<file path="config.mk">
export PLATFORM = sky130hd
export DESIGN_NAME = fp16_to_int32_pipe
export DESIGN_NICKNAME = d
export VERILOG_FILES = /design/src/rtl/fp16_to_int32_pipe.sv
export SDC_FILE = /design/constraint.sdc
export NUM_CORES = 1
export LEC_CHECK = 0
export CAP_MARGIN = 10
export CORE_MARGIN = 4
export CORE_UTILIZATION = 34
export CTS_CLUSTER_DIAMETER = 30
export CTS_CLUSTER_SIZE = 30
export DETAILED_ROUTE_END_ITERATION = 8
export HOLD_SLACK_MARGIN = 0.02
export PLACE_DENSITY = 0.63
export SYNTH_ARGS = -nofsm -noshare
export SYNTH_HDL_FRONTEND = slang
export SYNTH_SLANG_ARGS = --single-unit
</file>
<file path="constraint.sdc">
create_clock -name clk -period 9.49 [get_ports clk]
set_input_delay 0.949 -clock clk [delete_from_list [all_inputs] [get_ports clk]]
set_output_delay 0.949 -clock clk [all_outputs]
set_load 0.02 [all_outputs]
</file>
<file path="src/rtl/fp16_to_int32_pipe.sv">
// FP16 -> signed INT32 converter: round-half-away(fp16 * 2^shift), saturating, with a saturation event counter.
// Latency 3 cycles, 1 beat/clock; stall ripples back combinationally from out_ready, no skid buffer.
module fp16_to_int32_pipe #(
    parameter int SATCNT_W = 16
) (
    input  logic                clk,
    input  logic                rst_n,
    input  logic                in_valid,
    output logic                in_ready,
    input  logic [15:0]         in_fp16,
    input  logic [5:0]          in_shift,
    output logic                out_valid,
    input  logic                out_ready,
    output logic [31:0]         out_int32,
    output logic                out_sat,
    output logic                out_nan,
    input  logic                sat_clr,
    output logic [SATCNT_W-1:0] sat_count
);

    logic en1, en2, en3;
    logic v1, v2;

    assign en3      = ~out_valid | out_ready;
    assign en2      = ~v2 | en3;
    assign en1      = ~v1 | en2;
    assign in_ready = en1;

    // Stage 1: decode into integer mantissa M and net binary exponent s.
    logic [4:0]        exp_in;
    logic [9:0]        mant_in;
    logic signed [7:0] e_in, s_in;

    assign exp_in  = in_fp16[14:10];
    assign mant_in = in_fp16[9:0];

    always_comb begin
        e_in = (exp_in == 5'd0) ? -8'sd24 : ($signed({3'b000, exp_in}) - 8'sd25);
        s_in = e_in + $signed({{2{in_shift[5]}}, in_shift});
    end

    logic              sign1, nan1, inf1;
    logic [10:0]       m1;
    logic signed [7:0] s1;

    // Stage 2: shift magnitude; right shifts round half away from zero.
    logic [63:0] m_ext, half, mag_c;
    logic [7:0]  n;

    always_comb begin
        m_ext = {53'd0, m1};
        n     = 8'(-s1);
        half  = m_ext >> (n - 8'd1);
        mag_c = 64'd0;
        if (!s1[7])
            mag_c = m_ext << s1;
        else if (s1 >= -8'sd12)
            mag_c = (half >> 1) + {63'd0, half[0]};
    end

    logic        sign2, nan2, inf2;
    logic [63:0] mag2;

    // Stage 3: apply sign and clip to the INT32 range.
    logic [31:0] res_c;
    logic        sat_c, nan_c;

    always_comb begin
        res_c = sign2 ? (~mag2[31:0] + 32'd1) : mag2[31:0];
        sat_c = 1'b0;
        nan_c = 1'b0;
        if (nan2) begin
            res_c = 32'd0;
            nan_c = 1'b1;
        end else if (inf2 || (!sign2 && mag2 > 64'h7FFF_FFFF) || (sign2 && mag2 > 64'h8000_0000)) begin
            res_c = sign2 ? 32'h8000_0000 : 32'h7FFF_FFFF;
            sat_c = 1'b1;
        end
    end

    always_ff @(posedge clk) begin
        if (!rst_n) begin
            v1        <= 1'b0;
            sign1     <= 1'b0;
            nan1      <= 1'b0;
            inf1      <= 1'b0;
            m1        <= 11'd0;
            s1        <= 8'sd0;
            v2        <= 1'b0;
            sign2     <= 1'b0;
            nan2      <= 1'b0;
            inf2      <= 1'b0;
            mag2      <= 64'd0;
            out_valid <= 1'b0;
            out_int32 <= 32'd0;
            out_sat   <= 1'b0;
            out_nan   <= 1'b0;
        end else begin
            if (en1) begin
                v1    <= in_valid;
                sign1 <= in_fp16[15];
                m1    <= {exp_in != 5'd0, mant_in};
                s1    <= s_in;
                nan1  <= (exp_in == 5'h1F) && (mant_in != 10'd0);
                inf1  <= (exp_in == 5'h1F) && (mant_in == 10'd0);
            end
            if (en2) begin
                v2    <= v1;
                sign2 <= sign1;
                mag2  <= mag_c;
                nan2  <= nan1;
                inf2  <= inf1;
            end
            if (en3) begin
                out_valid <= v2;
                out_int32 <= res_c;
                out_sat   <= sat_c;
                out_nan   <= nan_c;
            end
        end
    end

    always_ff @(posedge clk) begin
        if (!rst_n || sat_clr)
            sat_count <= '0;
        else if (out_valid && out_ready && out_sat && !(&sat_count))
            sat_count <= sat_count + SATCNT_W'(1);
    end

endmodule

</file>
==> impl_metrics.env <==
export IMPL_ant_nets=0
export IMPL_post_cts_buffers=0
export IMPL_r2r_end="mag2[10]"
export IMPL_synth_xor_area_frac=0.0287
export IMPL_slowest_stage="and3_1"
export IMPL_synth_seq_area_share=0.345
export IMPL_timing_hold_violations_final=0
export IMPL_final_core_utilization=0.414
export IMPL_timing_slew_headroom=0.252
export IMPL_cp_arrival_ps=3830
export IMPL_dp_cells=1358
export IMPL_cts_num_sinks=142
export IMPL_final_cells=1389
export IMPL_cts_root_buf="clkbuf_16"
export IMPL_grt_pass1_wl_um=40100
export IMPL_grt_usage=0.185
export IMPL_critical_path_class="in -> out"
export IMPL_synth_edf_count=0
export IMPL_rsz0062_at_grt="no"
export IMPL_routed_via_density=5.69
export IMPL_nets=1099
export IMPL_antenna_found_initial=0
export IMPL_cts_buffer_depth=2
export IMPL_cts_hold_repair_buffers=0
export IMPL_cp_common_cell="clkdlybuf4s50_1"
export IMPL_drive_gt1_frac=0.0860
export IMPL_cts_buffers=17
export IMPL_finalCritPeriodShare=0.504
export IMPL_clkTransAtPathRegs_ps=60
export IMPL_finalWirelength_um=24800
export IMPL_dpl_instance_area_um2=9210
export IMPL_peakVddDrop_mv=0.0989
export IMPL_synth_top_family_by_area="simple AND/OR/NAND/NOR gates"
export IMPL_hp_start="out_int32[12]"
export IMPL_ys_warn_count=0
export IMPL_syn2layout_area_growth_pct=19.1
export IMPL_min_delay_path_depth=2
export IMPL_path_cells="clkdlybuf4s50_1, nor2b_2, buf_4, and3_1, inv_1, clkdlybuf4s50_1"
export IMPL_dp_hpwl_um=17700
export IMPL_synth_simple_area_share=0.253
export IMPL_synth_cells=1024
export IMPL_crit_path_start_kind="primary input"
export IMPL_clock_skew_ps=9.97
export IMPL_syn_area_um2=8240
export IMPL_slew_viol_final=0
export IMPL_fp_dieW_um=164
export IMPL_grt_overflow=0
export IMPL_dieHeight_um=164
export IMPL_hold_path_class="reg -> reg"
export IMPL_ios=79
export IMPL_status="complete, no violations"
export IMPL_cts_tree="done"
export IMPL_vias=7898
export IMPL_required_ps=8540
export IMPL_final_common_cell="dfxtp_1"
export IMPL_postCtsResizedCells=0
export IMPL_synthMuxAreaShare=0.0717
export IMPL_fin_tns_setup_ps=0
export IMPL_max_cap_viol_count=0
export IMPL_cts_htree_levels=4
export IMPL_r2r_start="s1[0]"
export IMPL_fp_coreArea_um2=23700
export IMPL_finalWorstSetupSlack_ps=4710
export IMPL_worst_slew_pin_transition_ps=1110
export IMPL_final_area_um2=9810
export IMPL_rows=56
export IMPL_critical_path_max_stage_delay_ps=720
export IMPL_rrSetupSlack_ps=6120
export IMPL_crit_family="buffers and inverters"
export IMPL_grt_max_degree=85
export IMPL_synthFlopType="dfxtp_1"
export IMPL_clock_latency_ps=430
export IMPL_yosys_area_share_adder=0.0222
export IMPL_start_util=0.348
export IMPL_leakage_nw=3.51
export IMPL_path_max_fanout=31
export IMPL_critical_path_buf_inv_count=4
export IMPL_synth_compound_area_frac=0.230
export IMPL_synthesis_nets=1065
export IMPL_power_density_nw_per_um2=206
export IMPL_grt_pass1_vias=7263
export IMPL_crit_cells=6
export IMPL_async_flop_share=0
export IMPL_syn_mean_instance_area_um2=8.04
export IMPL_synth_seq_cells=142
export IMPL_antenna_cells=0
export IMPL_layout_common_cells="dfxtp_1, nor2_1, nand2_1"
export IMPL_yosys_cell_types_count=73
export IMPL_fmax_mhz=209
export IMPL_gp_congestion=0.934
export IMPL_drt_pass1_iter_count=5
export IMPL_reg2regPathDepth=12
export IMPL_wl_per_cell_um=17.9
export IMPL_hold_end="out_int32[12]"
export IMPL_port_buffers=78
export IMPL_setup_viol=0
export IMPL_drc_errors=0
export IMPL_pre_cts_ws_ps=4710
export IMPL_drt_initial_drc_count=527
export IMPL_die_area_um2=26800
export IMPL_end_kind="output pin"
export IMPL_fin_crit_ps=4780
[power by group]
group	internal (mW)	switching, mW	leakage, nW
Combinational	0.262	0.373	2.07
Clock	0.425	0.257	0.289
Sequential	0.653	0.0476	1.16
[cell usage after synthesis (10+ instances only)]
master    count  area [µm²]
nor2b_1      10        62.6
nor2_1      126         473
xor2_1       18         158
nor3_1       30         150
nor4_1       27         169
nand4_1      10        62.6
a221oi_1     16         140
inv_1        19        71.3
mux2_2       22         248
a32o_1       12         120
a22oi_1      28         210
nand3_1      34         170
ha_1         13         163
nand2_1     112         420
nand2b_1     17         106
o21ai_0      45         225
and3_1       13        81.3
clkbuf_1     58         218
a21oi_1      66         330
dfxtp_1     142        2840
buf_1        10        37.5
mux2i_1      14         140
[flip-flops by register name, indices dropped and copies added (netlist names)]
name	cells
m1	11
v2	1
s1	8
sat_count	16
out_int32	32
sign2	1
nan1	1
nan2	1
out_sat	1
mag2	64
v1	1
out_nan	1
inf2	1
sign1	1
inf1	1
out_valid	1
[logic make-up after synthesis]
kind of cell,Yosys count
adders and majority gates,14
DFF,142
buffers and inverters,97
muxes,45
xor gates and xnor gates,27
AOI/OAI and AO/OA,268
and+or+nand+nor,431
[area by class of cell]
class | instances | area, µm²
inverters | 19 | 71.3
repair buffers | 93 | 893
flip-flops and latches | 142 | 2840
fillers | 2459 | 13900
clock inverters | 10 | 138
multi-input cells | 785 | 5010
clock buffers | 21 | 460
well taps | 319 | 399
[metrics by stage]
stage          hold slack, ps  power, mW
6_report                  452       2.02
5_1_grt                   483       2.12
4_1_cts                   453       2.02
3_5_place_dp              439       1.34
3_3_place_gp              437       1.34
2_1_floorplan             425       1.15
[routing by layer]
| metal | share of wire | global-route usage | up-vias |
|---|---|---|---|
| li1 | - | - | 3879 |
| met1 | 0.48 | 0.264 | 3769 |
| met2 | 0.45 | 0.290 | 225 |
| met3 | 0.056 | 0.0293 | 25 |
| met4 | 0.014 | 0.0496 | 0 |
| met5 | 0 | 0 | - |
[worst max-delay path by stage]
stage,endpoint,slack (ps),startpoint
2_1_floorplan,mag2[10],6330,s1[1]
3_3_place_gp,in_ready,4750,out_ready
3_5_place_dp,in_ready,4710,out_ready
4_1_cts,in_ready,4690,out_ready
5_1_grt,in_ready,4410,out_ready
6_report,in_ready,4710,out_ready
[tightest hold or removal path: cells and delay by family, from the launching register on]
kind | cells | cell delay (ps)
compound gates | 1 | 50
flops | 1 | 320
simple gates | 1 | 50
(Power assumes the default switching activity.)
